$ cat src/rtl/dmem_arbiter.sv
// dmem_arbiter: shares the single data-memory port between the CPU memory
// stage and one external master. The CPU has priority until the external
// master has been denied MAX_WAIT cycles in a row; it then owns the port for
// a window of at most MAX_BURST accesses.
//
// Ports:
//   clk, rst                       clock, synchronous active-high reset
//   cpu_req/we/addr/wdata          CPU memory-stage access
//   cpu_rdata                      read data to CPU (combinational from mem_rdata)
//   cpu_stall                      CPU access denied this cycle
//   ext_req/we/addr/wdata/last     external master access, last = end of burst
//   ext_gnt                        external access performed this cycle
//   ext_rvalid, ext_rdata          registered external read return
//   mem_we/addr/wdata, mem_rdata   data-memory port
module dmem_arbiter #(
  parameter int unsigned AW        = 19,
  parameter int unsigned DW        = 19,
  parameter int unsigned MAX_WAIT  = 8,
  parameter int unsigned MAX_BURST = 4
) (
  input  logic          clk,
  input  logic          rst,
  input  logic          cpu_req,
  input  logic          cpu_we,
  input  logic [AW-1:0] cpu_addr,
  input  logic [DW-1:0] cpu_wdata,
  output logic [DW-1:0] cpu_rdata,
  output logic          cpu_stall,
  input  logic          ext_req,
  input  logic          ext_we,
  input  logic [AW-1:0] ext_addr,
  input  logic [DW-1:0] ext_wdata,
  input  logic          ext_last,
  output logic          ext_gnt,
  output logic          ext_rvalid,
  output logic [DW-1:0] ext_rdata,
  output logic          mem_we,
  output logic [AW-1:0] mem_addr,
  output logic [DW-1:0] mem_wdata,
  input  logic [DW-1:0] mem_rdata
);

  localparam int unsigned CW = 8;

  typedef enum logic {
    OWN_CPU = 1'b0,
    OWN_EXT = 1'b1
  } own_e;

  own_e          r_state;
  own_e          w_state_nxt;
  logic [CW-1:0] r_wait_cnt;
  logic [CW-1:0] w_wait_nxt;
  logic [CW-1:0] r_burst_cnt;
  logic [CW-1:0] w_burst_nxt;
  logic          w_cpu_win;
  logic          w_ext_win;
  logic          w_cpu_stall;
  logic          w_ext_rd;
  logic          r_ext_rvalid;
  logic [DW-1:0] r_ext_rdata;

  // Ownership state and counters
  always_ff @(posedge clk) begin
    if (rst) begin
      r_state     <= OWN_CPU;
      r_wait_cnt  <= '0;
      r_burst_cnt <= '0;
    end else begin
      r_state     <= w_state_nxt;
      r_wait_cnt  <= w_wait_nxt;
      r_burst_cnt <= w_burst_nxt;
    end
  end

  // Winner selection and next ownership
  always_comb begin
    w_state_nxt = r_state;
    w_wait_nxt  = r_wait_cnt;
    w_burst_nxt = r_burst_cnt;
    w_cpu_win   = 1'b0;
    w_ext_win   = 1'b0;
    w_cpu_stall = 1'b0;
    case (r_state)
      OWN_CPU: begin
        w_cpu_win = cpu_req;
        w_ext_win = ext_req & ~cpu_req;
        // Only a denied external request builds up starvation credit.
        if (ext_req && cpu_req) begin
          if (r_wait_cnt == CW'(MAX_WAIT - 1)) begin
            w_state_nxt = OWN_EXT;
            w_wait_nxt  = '0;
            w_burst_nxt = '0;
          end else begin
            w_wait_nxt = r_wait_cnt + CW'(1);
          end
        end else begin
          w_wait_nxt = '0;
        end
      end
      OWN_EXT: begin
        w_ext_win   = ext_req;
        w_cpu_stall = cpu_req;
        w_wait_nxt  = '0;
        // A cycle without ext_req ends the window with no grant.
        if (ext_req) begin
          if (ext_last || (r_burst_cnt == CW'(MAX_BURST - 1))) begin
            w_state_nxt = OWN_CPU;
            w_burst_nxt = '0;
          end else begin
            w_burst_nxt = r_burst_cnt + CW'(1);
          end
        end else begin
          w_state_nxt = OWN_CPU;
          w_burst_nxt = '0;
        end
      end
      default: begin
        w_state_nxt = OWN_CPU;
      end
    endcase
  end

  // Port mux: CPU side is the idle default, writes only from the winner
  assign mem_we    = w_ext_win ? ext_we    : (w_cpu_win & cpu_we);
  assign mem_addr  = w_ext_win ? ext_addr  : cpu_addr;
  assign mem_wdata = w_ext_win ? ext_wdata : cpu_wdata;

  assign cpu_rdata = mem_rdata;
  assign cpu_stall = w_cpu_stall;
  assign ext_gnt   = w_ext_win;

  assign w_ext_rd  = w_ext_win & ~ext_we;

  // External read return: one-cycle valid pulse, data held between reads
  always_ff @(posedge clk) begin
    if (rst) begin
      r_ext_rvalid <= 1'b0;
      r_ext_rdata  <= '0;
    end else begin
      r_ext_rvalid <= w_ext_rd;
      if (w_ext_rd) begin
        r_ext_rdata <= mem_rdata;
      end
    end
  end

  assign ext_rvalid = r_ext_rvalid;
  assign ext_rdata  = r_ext_rdata;

endmodule

$ cat config.mk
export PLATFORM = sky130hd
export DESIGN_NAME = dmem_arbiter
export DESIGN_NICKNAME = d
export VERILOG_FILES = /design/src/rtl/dmem_arbiter.sv
export SDC_FILE = /design/constraint.sdc
export NUM_CORES = 1
export LEC_CHECK = 0
export CORE_MARGIN = 2
export CORE_UTILIZATION = 35
export CTS_BUF_LIST = sky130_fd_sc_hd__clkbuf_2
export DETAILED_ROUTE_END_ITERATION = 10
export HOLD_SLACK_MARGIN = 0.05
export PLACE_DENSITY = 0.9
export SLEW_MARGIN = 20
export SYNTH_ARGS = -nofsm -noshare
export SYNTH_HDL_FRONTEND = slang
export SYNTH_SLANG_ARGS = --single-unit
export TNS_END_PERCENT = 1
$ cat constraint.sdc
create_clock -name clk -period 5.5 [get_ports clk]
set_input_delay 1.1 -clock clk [delete_from_list [all_inputs] [get_ports clk]]
set_output_delay 1.1 -clock clk [all_outputs]
set_load 0.01 [all_outputs]
==> results of run 1 <==
==> stage by stage <==
step                      cell area, um^2  hold slack, ns  instances  setup slack, ns
after floorplan                      2080           0.413        241             2.09
after global placement               3820           0.423        470             1.01
after detailed placement             3820           0.435        470            0.978
after CTS                            3860           0.458        478            0.958
after global routing                 3870           0.473        478            0.780
final                                3870           0.454        478            0.900
==> path summary, 6_finish.rpt <==
| path | to | from | slack (ns) | depth (start not counted) |
|---|---|---|---|---|
| setup / recovery | mem_wdata[2] | cpu_req | 0.90 | 6 |
| hold / removal | r_wait_cnt[0] | r_wait_cnt[0] | 0.45 | 1 |
| setup reg to reg | r_burst_cnt[2] | r_wait_cnt[7] | 3.58 | 4 |
| hold reg to reg | r_wait_cnt[0] | r_wait_cnt[0] | 0.45 | 1 |
==> final cells by class <==
class | instances | area share
clock buffer | 5 | 0.00647
tap | 75 | 0.0243
clock inverter | 3 | 0.00421
sequential | 37 | 0.192
timing repair buffer | 182 | 0.471
multi-input combinational | 173 | 0.300
inverter | 3 | 0.00291
==> flip-flops by register name, indices dropped and copies added, names as in the netlist <==
signal       count
ext_rdata       19
r_burst_cnt      8
r_wait_cnt       8
ext_rvalid       1
r_state          1
==> worst max-delay path, cell delays in order <==
cell,delay [ns]
clkdlybuf4s50_1,0.52
nor2b_1,0.36
nand2b_1,0.16
buf_4,0.42
mux2_2,0.41
clkdlybuf4s50_1,0.50
==> layer usage <==
metal | track usage | part of all wire | wire length (um) | vias up
met5 | 0 | 0 | 0 | -
met4 | 0.0441 | 0.011 | 79 | 0
li1 | - | - | - | 1135
met1 | 0.223 | 0.39 | 2760 | 1023
met3 | 0.0600 | 0.079 | 560 | 9
met2 | 0.345 | 0.52 | 3650 | 88
==> power breakdown <==
part,internal [uW],leakage (uW),switching (uW),total [uW]
Combinational,144,0.00109,70.4,215
Sequential,274,0.000300,2.46,276
Clock,30.2,0.0000284,88.2,118
Total,448,0.00142,161,609
==> placed cells by master, fill, tap and decap left out, drive strengths merged <==
cell,count
nor3b,1
a22o,2
a21oi,22
dfxtp,37
nor4b,1
clkbuf,5
inv,4
nand2,48
nor4bb,1
and2,1
clkinv,2
or2b,1
ha,2
a21bo,1
o21ai,5
or3,4
and3,3
a21boi,1
nand2b,3
nor3,4
a221o,1
or4,1
nand3,7
mux2,38
nand4b,1
o41a,1
nor2b,1
a31o,1
buf,1
xnor2,3
clkdlybuf4s50,181
xor2,5
nor2,12
a21o,2
==> logic make-up (layout without fill, tap and decap cells) <==
group | after synthesis | count (layout) | share of synthesized area
compound gates | 36 | 36 | 0.103
buf+inv | 31 | 193 | 0.0912
fa+ha+maj | 2 | 2 | 0.0120
mux | 38 | 38 | 0.205
xor+xnor | 8 | 8 | 0.0336
flops | 37 | 37 | 0.355
simple gates | 89 | 89 | 0.199
==> impl_metrics.json, run 1 <==
{
  "cts_setup_buffers": 0,
  "finalMaxSlewViolations": 0,
  "drive_gt1_frac": 0.122,
  "fmax_mhz": 217,
  "max_slew_margin": 0.422,
  "hold_buffers": 0,
  "syn-instance-count": 241,
  "final_util": 0.661,
  "yosysTopAreaCellShare": 0.355,
  "drt_pre_antenna_iters": 4,
  "setup_viol": 0,
  "ys_ff_latch": 37,
  "wirelength_mm": 7.05,
  "ir_drop_uv": 122,
  "num_rows": 28,
  "drt-vias-per-instance": 4.72,
  "synthTopCellsByCount": "nand2_1, mux2_2, dfxtp_1, a21oi_1, buf_4",
  "gp_congestion": 0.824,
  "dp.final_hpwl_mm": 5.78,
  "cp-end-kind": "output pin",
  "period_needed_ns": 4.60,
  "power_per_cell_area_nw_per_um2": 158,
  "cts_tree": "yes",
  "tightest_slew_ns": 0.865,
  "ys_seq_area_frac": 0.355,
  "wire_per_inst_um": 14.7,
  "post_cts_resized": 0,
  "yosysMostFrequentCell": "nand2_1",
  "power_uw": 609,
  "async_flop_share": 0,
  "path_clk_slew_ns": 0.18,
  "ant_nets": 0,
  "clock-sinks": 37,
  "drc_errors": 0,
  "rsz0062_at_grt": "no",
  "clk_latency_ns": 0.38,
  "clock_skew_ns": 0.0334,
  "fill_cells": 465,
  "yosys_warnings": 0,
  "cts_buffers": 5,
  "synth_edf_count": 0,
  "drt-initial-drc-count": 48,
  "grt_pass1_wl_mm": 9.78,
  "synth_area_leader_cell": "dfxtp_1",
  "status": "complete, no violations",
  "cts_buffer_depth": 2,
  "crit_arrival_ns": 3.50,
  "leakage_uw": 0.00142,
  "final-seq-area_um2": 741,
  "hp-class": "register to register",
  "grt_usage": 0.192,
  "cp_max_fo": 39,
  "first_global_vias": 2104,
  "grt-ovfl-total": 0,
  "antenna_found_initial": 0,
  "final_nets": 506,
  "synth_nets": 345,
  "min_period_over_period": 0.836,
  "syn-cell-area_um2": 2080,
  "vias": 2255,
  "tns_ns": 0,
  "coreArea_um2": 5850,
  "initial_utilization": 0.356,
  "grt_start_max_net_pins": 40,
  "syn2layout_area_growth_pct": 85.5,
  "synth_cell_types": 35,
  "ioPinCount": 182,
  "numPortBuffers": 181,
  "die_w_um": 81.2,
  "cap_violations": 0,
  "htree_num_levels": 2,
  "crit_type": "primary input to output pin",
  "dieArea_um2": 6590,
  "diodes": 0,
  "synth_flop_cell": "dfxtp_1",
  "die_h_um": 81.2,
  "synthTopCellsByArea": "dfxtp_1, mux2_2, nand2_1",
  "multiInputGateArea_um2": 1160,
  "avgSynthCellArea_um2": 8.65,
  "cts_root_buffer": "clkbuf_2",
  "required_ns": 4.40,
  "hold_viol": 0,
  "start_kind": "primary input"
}
Note: power is estimated with default switching activity, not from simulation.
==> run 2, diff against run 1 <==
--- a/config.mk
+++ b/config.mk
@@ -6,11 +6,11 @@
 export NUM_CORES = 1
 export LEC_CHECK = 0
 export CORE_MARGIN = 2
-export CORE_UTILIZATION = 35
+export CORE_UTILIZATION = 29
 export CTS_BUF_LIST = sky130_fd_sc_hd__clkbuf_2
 export DETAILED_ROUTE_END_ITERATION = 10
 export HOLD_SLACK_MARGIN = 0.05
-export PLACE_DENSITY = 0.9
+export PLACE_DENSITY = 0.8
 export SLEW_MARGIN = 20
 export SYNTH_ARGS = -nofsm -noshare
 export SYNTH_HDL_FRONTEND = slang
==> constraint.sdc (replaced) <==
create_clock -name clk -period 4.1 [get_ports clk]
set_input_delay 0.82 -clock clk [delete_from_list [all_inputs] [get_ports clk]]
set_output_delay 0.82 -clock clk [all_outputs]
set_load 0.01 [all_outputs]
==> run 2 against run 1 <==
Against the previous run:
- sequential share of layout area decreased by 0.20 points
- largest cell class unchanged
- die area increased by 20%
- core utilization decreased by 9.2 points
==> impl_metrics.json, run 2 (synthesized netlist as in run 1, its figures left out) <==
{
  "fill_cells": 613,
  "antenna_found_initial": 0,
  "tns_ns": 0,
  "drc_errors": 0,
  "grt_pass1_wl_mm": 10.5,
  "syn2layout_area_growth_pct": 87.4,
  "grt_usage": 0.173,
  "hold_viol": 0,
  "dp.cells": 492,
  "final_nets": 507,
  "tightest_slew_ns": 0.895,
  "min_from": "r_wait_cnt[0]",
  "first_global_vias": 2041,
  "drt-vias-per-instance": 4.45,
  "cp_max_fo": 39,
  "min_period_over_period": 0.921,
  "crit_type": "primary input to output pin",
  "drt-initial-drc-count": 96,
  "cp-end-kind": "output pin",
  "layout_common_cells": "clkdlybuf4s50_1, nand2_1, mux2_2",
  "final_area_um2": 3910,
  "required_ns": 3.28,
  "status": "complete, no violations",
  "dieArea_um2": 7880,
  "period_needed_ns": 3.78,
  "die_w_um": 88.8,
  "whs_ns": 0.459,
  "clock-sinks": 37,
  "finalMaxSlewViolations": 0,
  "crit_arrival_ns": 2.96,
  "grt_start_max_net_pins": 40,
  "fmax_mhz": 265,
  "cap_violations": 0,
  "initial_utilization": 0.303,
  "numPortBuffers": 181,
  "cts_buffer_depth": 2,
  "cts_tree": "yes",
  "htree_num_levels": 2,
  "dp.final_hpwl_mm": 6.22,
  "drt_pre_antenna_iters": 4,
  "startpoint": "cpu_req",
  "final_common_cell": "clkdlybuf4s50_1",
  "clock_skew_ns": 0.0432,
  "setup_viol": 0,
  "grt-ovfl-total": 0,
  "ant_nets": 0,
  "diodes": 0,
  "cts_buffers": 5,
  "rsz0062_at_grt": "no",
  "cts_setup_buffers": 0,
  "post_cts_resized": 0,
  "ioPinCount": 182,
  "ir_drop_uv": 154,
  "start_kind": "primary input",
  "power_per_cell_area_nw_per_um2": 211,
  "coreArea_um2": 6870,
  "drive_gt1_frac": 0.129,
  "r2r-start": "r_wait_cnt[4]",
  "vias": 2223,
  "dpl-instance-area_um2": 3870,
  "num_rows": 30,
  "die_h_um": 88.8,
  "path_clk_slew_ns": 0.20,
  "cts_root_buffer": "clkbuf_2",
  "wirelength_mm": 7.53,
  "hold_buffers": 0,
  "largest_reg_flops": 19,
  "hp-class": "register to register",
  "wire_per_inst_um": 15.1,
  "gp_congestion": 0.856,
  "max_slew_margin": 0.401,
  "leakage_uw": 0.00143,
  "fin_cells": 499,
  "clk_latency_ns": 0.39
}
==> run 2: cell count changes in the layout (fill, tap and decap cells not counted) <==
cell      delta
nand2b_2     +1
clkinv_1     -2
inv_6        -1
clkinv_4     +1
clkbuf_2     +1
nor3_2       +1
nor3_4       -1
buf_12       +1
nand2b_1     -1
==> run 2: power by group <==
part | internal (uW) | switching (uW) | leakage (uW) | total [uW]
combinational | 195 | 95.8 | 0.00110 | 291
sequential | 367 | 3.13 | 0.000300 | 370
clock | 42.7 | 119 | 0.0000290 | 162
==> run 2: layout make-up <==
class                   instances  area [um^2]  area share
clock buffers                   6         30.0     0.00769
flip-flops and latches         37          741       0.190
clock inverters                 1         8.76     0.00224
well taps                      96          120      0.0307
repair buffers                183         1840       0.471
inverters                       3         11.3     0.00288
multi-input cells             173         1160       0.296
==> run 2: final timing paths <==
path,slack [ns],cells after the start,end
max,0.32,6,mem_addr[15]
min,0.46,1,r_wait_cnt[0]
max reg2reg,2.15,4,r_burst_cnt[2]
min reg2reg,0.46,1,r_wait_cnt[0]
==> run 2: per-layer routing <==
metal,global-route usage,share of wire
met1,0.220,0.41
met2,0.291,0.51
met5,0,0
met3,0.0504,0.068
met4,0.0386,0.010
==> run 2: stage by stage <==
step / power, uW / setup WS (ns) / util
after CTS: 834 / 0.320 / 0.569
final: 823 / 0.324 / 0.569
after detailed placement: 669 / 0.321 / 0.563
after global routing: 866 / 0.207 / 0.569
after global placement: 666 / 0.346 / 0.563
after floorplan: 477 / 1.25 / -
==> run 2: critical path, cell delays in order <==
cell and delay (ns):
clkdlybuf4s50_1 0.50, nor2b_1 0.30, nand2b_2 0.21, buf_12 0.23
mux2_2 0.37, clkdlybuf4s50_1 0.52
